[src/rtl/brq_pkg.sv]
// Shared types and constants for the branch resolve queue.
package brq_pkg;

  localparam int unsigned INSN_BYTES = 4;

  typedef enum logic {
    RUN     = 1'b0,
    RECOVER = 1'b1
  } brq_state_t;

  typedef struct packed {
    logic [31:0] pc;
    logic        pred_tk;
    logic [31:0] pred_addr;
  } brq_entry_t;

endpackage

[src/rtl/brq_fifo.sv]
// Prediction storage ring with wrap-bit pointers; clear empties the ring and beats push/pop.
module brq_fifo
  import brq_pkg::*;
#(
  parameter int unsigned DEPTH = 8,
  parameter int unsigned AW    = 3
) (
  input  logic       clk,
  input  logic       rst,
  input  logic       clear,
  input  logic       push,
  input  brq_entry_t wdata,
  input  logic       pop,
  output brq_entry_t rdata_c,
  output logic       full_c,
  output logic       empty_c
);

  localparam int unsigned PW = AW + 1;

  logic [AW:0] head;
  logic [AW:0] tail;
  brq_entry_t  mem [DEPTH];

  always_ff @(posedge clk) begin
    if (rst || clear) begin
      head <= '0;
      tail <= '0;
    end else begin
      if (push) tail <= tail + PW'(1);
      if (pop)  head <= head + PW'(1);
    end
  end

  // Storage is not reset; only slots between head and tail are ever read.
  always_ff @(posedge clk) begin
    if (push && !clear && !rst) mem[tail[AW-1:0]] <= wdata;
  end

  assign rdata_c = mem[head[AW-1:0]];
  assign full_c  = (head[AW] != tail[AW]) && (head[AW-1:0] == tail[AW-1:0]);
  assign empty_c = (head == tail);

endmodule

[src/rtl/branch_resolve_queue.sv]
// In-order branch prediction queue resolved at commit; drives predictor update and fetch redirect.
// Optional build macro BRQ_STATS_EN adds resolve/mispredict counters.
module branch_resolve_queue
  import brq_pkg::*;
#(
  parameter int unsigned DEPTH = 8,
  parameter int unsigned AW    = 3
) (
  input  logic        clk,
  input  logic        rst,
  input  logic        enq_valid,
  output logic        enq_ready,
  input  logic [31:0] enq_pc,
  input  logic        enq_pred_tk,
  input  logic [31:0] enq_pred_addr,
  input  logic        res_valid,
  output logic        res_ready,
  input  logic [31:0] res_pc,
  input  logic        res_taken,
  input  logic [31:0] res_target,
  output logic        upd_valid,
  output logic [31:0] upd_pc,
  output logic [31:0] upd_addr,
  output logic        flush_o,
  output logic [31:0] flush_addr_o,
  output logic        err_o
`ifdef BRQ_STATS_EN
  ,
  output logic [31:0] stat_resolved,
  output logic [31:0] stat_mispred
`endif
);

  brq_state_t  state;
  brq_entry_t  head_entry;
  brq_entry_t  new_entry;
  logic        full_c;
  logic        empty_c;
  logic        push_c;
  logic        resolve_c;
  logic        mispred_c;
  logic [31:0] nxt_c;

  assign enq_ready = !full_c && (state == RUN);
  assign res_ready = !empty_c;
  assign push_c    = enq_valid && enq_ready;
  assign resolve_c = res_valid && res_ready;

  assign new_entry = '{pc: enq_pc, pred_tk: enq_pred_tk, pred_addr: enq_pred_addr};

  assign nxt_c     = res_taken ? res_target : res_pc + 32'(INSN_BYTES);
  assign mispred_c = (head_entry.pred_tk != res_taken) ||
                     (res_taken && (head_entry.pred_addr != res_target));

  brq_fifo #(
    .DEPTH (DEPTH),
    .AW    (AW)
  ) u_fifo (
    .clk     (clk),
    .rst     (rst),
    .clear   (resolve_c && mispred_c),
    .push    (push_c),
    .wdata   (new_entry),
    .pop     (resolve_c),
    .rdata_c (head_entry),
    .full_c  (full_c),
    .empty_c (empty_c)
  );

  // Recovery FSM plus registered update/redirect pulses.
  always_ff @(posedge clk) begin
    if (rst) begin
      state        <= RUN;
      upd_valid    <= 1'b0;
      upd_pc       <= '0;
      upd_addr     <= '0;
      flush_o      <= 1'b0;
      flush_addr_o <= '0;
      err_o        <= 1'b0;
    end else begin
      upd_valid <= resolve_c && (res_taken || head_entry.pred_tk);
      flush_o   <= resolve_c && mispred_c;
      if (resolve_c) begin
        upd_pc   <= res_pc;
        upd_addr <= nxt_c;
        if (mispred_c) flush_addr_o <= nxt_c;
        if (res_pc != head_entry.pc) err_o <= 1'b1;
      end
      case (state)
        RUN:     if (resolve_c && mispred_c) state <= RECOVER;
        RECOVER: state <= RUN;
        default: state <= RUN;
      endcase
    end
  end

`ifdef BRQ_STATS_EN
  always_ff @(posedge clk) begin
    if (rst) begin
      stat_resolved <= '0;
      stat_mispred  <= '0;
    end else if (resolve_c) begin
      stat_resolved <= stat_resolved + 32'd1;
      if (mispred_c) stat_mispred <= stat_mispred + 32'd1;
    end
  end
`endif

endmodule

[config.mk]
export PLATFORM = sky130hd
export DESIGN_NAME = branch_resolve_queue
export DESIGN_NICKNAME = d
export VERILOG_FILES = /design/src/rtl/brq_pkg.sv /design/src/rtl/brq_fifo.sv /design/src/rtl/branch_resolve_queue.sv
export SDC_FILE = /design/constraint.sdc
export NUM_CORES = 1
export LEC_CHECK = 0
export CORE_UTILIZATION = 48
export DETAILED_ROUTE_END_ITERATION = 16
export PLACE_DENSITY = 0.72
export SETUP_SLACK_MARGIN = 0.1
export SYNTH_ARGS = -nofsm -noshare
export SYNTH_HDL_FRONTEND = slang
export SYNTH_SLANG_ARGS = --single-unit
[constraint.sdc]
create_clock -name clk -period 15.6 [get_ports clk]
set_clock_uncertainty 0.1 [all_clocks]
set_input_delay 2.34 -clock clk [delete_from_list [all_inputs] [get_ports clk]]
set_output_delay 2.34 -clock clk [all_outputs]
set_load 0.05 [all_outputs]
# [After elaboration in Yosys (flattened, before gate mapping)]
# Memories as Yosys holds them, arrays and structs flattened. A register that Yosys moved wholly into a read port is not among the register bits.
# Cells that the tools add are included.
[word_totals] mem_bits_ro=0 latch_bits=0 input_bits=134 output_inout_bits=101 reg_bits=108 n_memories=1 wordCells=45 ram_bits=520
[classes] n_lt_le_gt_ge=0 mul=0 n_shift=0 n_reduce_logical=18 n_bitwise=1 n_mux=7 n_div=0 eq_ne=6 addsub=3
[memory_table] memory="u_fifo.mem" depth=8 width=65 rd=1 rd_ports_with_merged_regs=1 wr=1 line="brq_fifo.sv:23" rtl="brq_entry_t mem [DEPTH];"
[op_table] op="inequality test 32 bit" n=2
[op_table] op="adder 32 x 3 -> 32 bit, second input constant" n=1
[op_table] op="2-to-1 mux 32 bit" n=1
[op_table] op="logical AND 1 bit" n=9
[op_table] op="adder 4 x 1 -> 4 bit, second input constant" n=2
[op_table] op="2-to-1 mux 3 bit" n=2
[op_table] op="equality test 4 bit" n=1
[op_table] op="logical NOT 1 bit" n=4
[op_table] op="AND reduction 2 bit" n=2
[op_table] op="equality test 3 bit" n=1
[op_table] op="logical OR 1 bit" n=3
[op_table] op="2-to-1 mux 1 bit" n=3
[op_table] op="inequality test 1 bit" n=2
[op_table] op="one-hot mux 1 bit (2 select lines)" n=1
[op_table] op="NOT 1 bit" n=1

# [Longest topological paths before layout]
[depth] ltp_word=9 mapped_depth=15 depth_no_buf=8

# [By module]
# From an unflattened synthesis, not the netlist that was laid out.
[unflattened] cells_unflattened=1480 hier_area_um2=25230.4
[modules_own_cells] module="brq_fifo" cells_each=811 instances=1 area_per_inst_um2=20005.4 seq_area_each_um2=15835.2
[modules_own_cells] module="branch_resolve_queue" cells_each=669 instances=1 area_per_inst_um2=5225.0 seq_area_each_um2=2001.9

# [Worst setup path after synthesis]
# Ideal clock, no wire load.
[synth_path] path_kind="input to register" from="in res_taken" to="mem u_fifo.mem[2][0] in the netlist's numbering (enable)" n_path_buf=3 arrival_time_ps=10647 path_stages=9 path_slack_ps=4204 setup_ps=648 required_ps=14852 cell_sequence="clkbuf_1 > clkbuf_1 > clkbuf_1 > inv_1 > ha_1 > or3_1 > nor4_4 > nor3_1 > nor4_1"
[synth_between] elab_chain_cells=8 word_cells_on_any_way=9 cone_classes="eq/ne (1); mux (2); reduce/logical (6)"
[synth_rtl] item="from (decl)" line="branch_resolve_queue.sv:19" rtl="input logic res_taken,"
[synth_rtl] item="inequality test 1 bit or logical AND 1 bit (tied branches)" line="branch_resolve_queue.sv:52, branch_resolve_queue.sv:53"
[synth_rtl] item="logical OR 1 bit *" line="branch_resolve_queue.sv:52" rtl="assign mispred_c = (head_entry.pred_tk != res_taken) ||"
[synth_rtl] item="logical AND 1 bit *" line="branch_resolve_queue.sv:61" rtl=".clear (resolve_c && mispred_c),"
[synth_rtl] item="logical NOT 1 bit *" line="brq_fifo.sv:37" rtl="if (push && !clear && !rst) mem[tail[AW-1:0]] <= wdata;"
[synth_rtl] item="logical AND 1 bit * (2 in a row)" line="brq_fifo.sv:37"
[synth_rtl] item="2-to-1 mux 1 bit *" line="brq_fifo.sv:37"
[synth_rtl] item="2-to-1 mux 1 bit (implied by the code) *" line="brq_fifo.sv:37"
[synth_rtl] item="to (decl)" line="brq_fifo.sv:23"
# Every way passes the cells marked *; elsewhere a longest branch is shown, timed or not.

==> results.md <==
* Dpl hpwl at 41,800 um
* DIE WIDTH at 232 um
* Synthesized area per cell at 16.3 um2
* Placed Cells incl. Taps at 2,388
* Clock buffer depth at 3
* Share of layout cells above drive strength 1 at 15.0%
* Root Buffer Master: clkbuf_16
* # resized after CTS at 0
* Max stage delay on crit path at 900 ps
* Post-synth EDFFs at 520
* Power Density at 127 nW/um2
* 1st-iter DRT viols at 1,479
* Fin Setup TNS at 0 ps
* GRT Overall Usage at 24.7%
* Hold Path Origin: state
* Sink Count at 631
* CTS tree: built
* Syn nets at 1,695
* Maximum clock frequency at 145 MHz
* Post-synthesis cell type count at 45
* Worst-margin pin slew at 1320 ps
* CTS H-tree depth at 2
* Post-place setup slack at 8120 ps
* Routed Antenna Nets at 0
* Crit Path Category: reg2reg
* Share of the yosys chip area belonging to registers at 70.3%
* DIE AREA at 53,800 um2
* Via count at 14,924
* Min Clock Period, post-route at 6880 ps
* Seq cells post-synth at 631
* Die Y at 232 um
* DRC at 0
* Worst-path cell chain: buf_4, mux4_2, mux2i_1, xnor2_1, nor4_1, nand4_1, nor4_4, buf_4, nor3_2, nor4_4, buf_4
* Inserted Clock Buffers at 61
* Port bufs at 234
* Synth async-reset ratio at 0%
* WL final at 65,900 um
* Cell Area, Synth at 25,400 um2
* I/O pin cnt at 235
* Post-CTS Setup Inserts at 0
* Core area at 51,700 um2
* Slowest stage cell, crit path: nor4_4
* Vias in the first global route at 14,802
* RSZ-0062 raised after global routing: no
* CTS clock-pin slew for the worst setup and hold paths at 60 ps
* Area grow syn2layout at 19.9%
* CP Buf/Inv Count at 3
* Hold Fails Final Rpt at 0
* Hold Slack at 346 ps
* Starting Density at 49.0%
* Placer congestion estimate at 0.881
* HP Class: reg2reg
* Status: finished clean
* Routed vias/inst at 5.95
* Post-synth top flop: edfxtp_1
* CP delay by family, top: simple AND/OR/NAND/NOR gates
* Clock Latency Late Sink at 630 ps
* Finished Layout Cells at 2,507
* Initial antenna violation count at 7
* Post-DP Area at 28,300 um2
* Total power draw at 3.86 mW
* VDD IR max at 0.0000907 V
* Yosys warns at 0
* Crit path launch type: flip-flop
* Nets@finish at 1,909
* Crit path top cell by count: buf_4
* Slew Limit Fails at 0
* Final Cycle Share at 44.1%
* Worst Setup End Kind: flip-flop
* Finished Core Util at 58.8%
* Largest net degree at the start of global routing at 100
* Gr ovfl total at 0
* Standard-cell rows at 83
* LEAKAGE at 9.40 nW
* Design area at 30,400 um2
* Max Cap Viol at 0
* WP data arrival at 7010 ps
* First-pass GRT wire length at 96,500 um
* # hold bufs at CTS at 0
* Worst Path Required at 15,730 ps
* Slew headroom at 11.4%
* Synth Instances at 1,557
* Crit Path Max Fanout at 53
* First-pass DRT Iterations at 5
* Worst setup margin at 8720 ps
* Endpoints failing setup at 0
* Detailed-route wire length per cell at 26.3 um
==> cells by family after synthesis <==
kind of cell / Yosys count / synth area share, %
flip-flops: 631 / 70.3
XOR/XNOR: 93 / 3.21
buffers and inverters: 108 / 2.03
multiplexers: 205 / 13.8
AND/OR/NAND/NOR: 332 / 6.30
adder cells (fa/ha/maj): 4 / 0.197
AO/OA/AOI/OAI: 184 / 4.13
==> power by group <==
part / switching (mW) / internal (mW)
Clock: 0.621 / 0.919
Sequential: 0.0242 / 1.87
Combinational: 0.274 / 0.143
Total: 0.919 / 2.94
==> layer usage <==
metal  routed length, um  part of all wire (%)  track usage [%]
met1               26900                    41             33.7
met2               31400                    48             38.9
met3                5260                   8.0             5.01
met4                2340                   3.6             9.83
met5                  40                 0.061                0
==> flip-flops by register name (all words and copies together), names as in the netlist, named ones only <==
register      count
state             1
flush_o           1
upd_pc           32
u_fifo.mem      520
upd_valid         1
u_fifo.head       4
err_o             1
flush_addr_o     32
u_fifo.tail       4
upd_addr         32
==> synthesized netlist by cell type, types with 17 or more instances <==
cell	instances	area share, %
mux4_2	114	10
xor2_1	61	2.1
nand4_1	51	1.3
nor3_1	18	0.36
o21ai_0	35	0.69
o31ai_1	28	0.83
mux2_2	19	0.84
xnor2_1	32	1.1
nand2_1	175	2.6
buf_2	24	0.47
mux2i_1	72	2.8
nor4_1	17	0.42
dfxtp_1	111	8.8
edfxtp_1	520	62
a21oi_1	95	1.9
clkbuf_1	63	0.93
==> final timing paths <==
kind / slack (ps) / end / depth (start not counted)
hold / removal: 350 / state / 1
setup reg to reg: 8720 / u_fifo.mem[4][59] / 11
setup / recovery: 8720 / u_fifo.mem[4][59] / 11
hold reg to reg: 350 / state / 1
==> final cells by class <==
| type | instances | area, um2 |
|---|---|---|
| well taps | 680 | 851 |
| clock inverters | 31 | 383 |
| multi-input cells | 818 | 7080 |
| diodes | 4 | 10.0 |
| fillers | 3864 | 21300 |
| flip-flops and latches | 631 | 17800 |
| clock buffers | 84 | 1730 |
| inverters | 3 | 11.3 |
| repair buffers | 256 | 2500 |
==> layout by cell type (no fill, tap or decap), drive strengths merged, types with 51 or more instances in the layout <==
cell type,Yosys,routed
xor2,61,61
nand4,51,51
mux2i,72,72
edfxtp,520,520
mux4,114,114
clkdlybuf4s50,0,232
dfxtp,111,111
nand2,175,175
clkbuf,63,84
a21oi,95,95
Note: power is estimated with default switching activity, not from simulation.
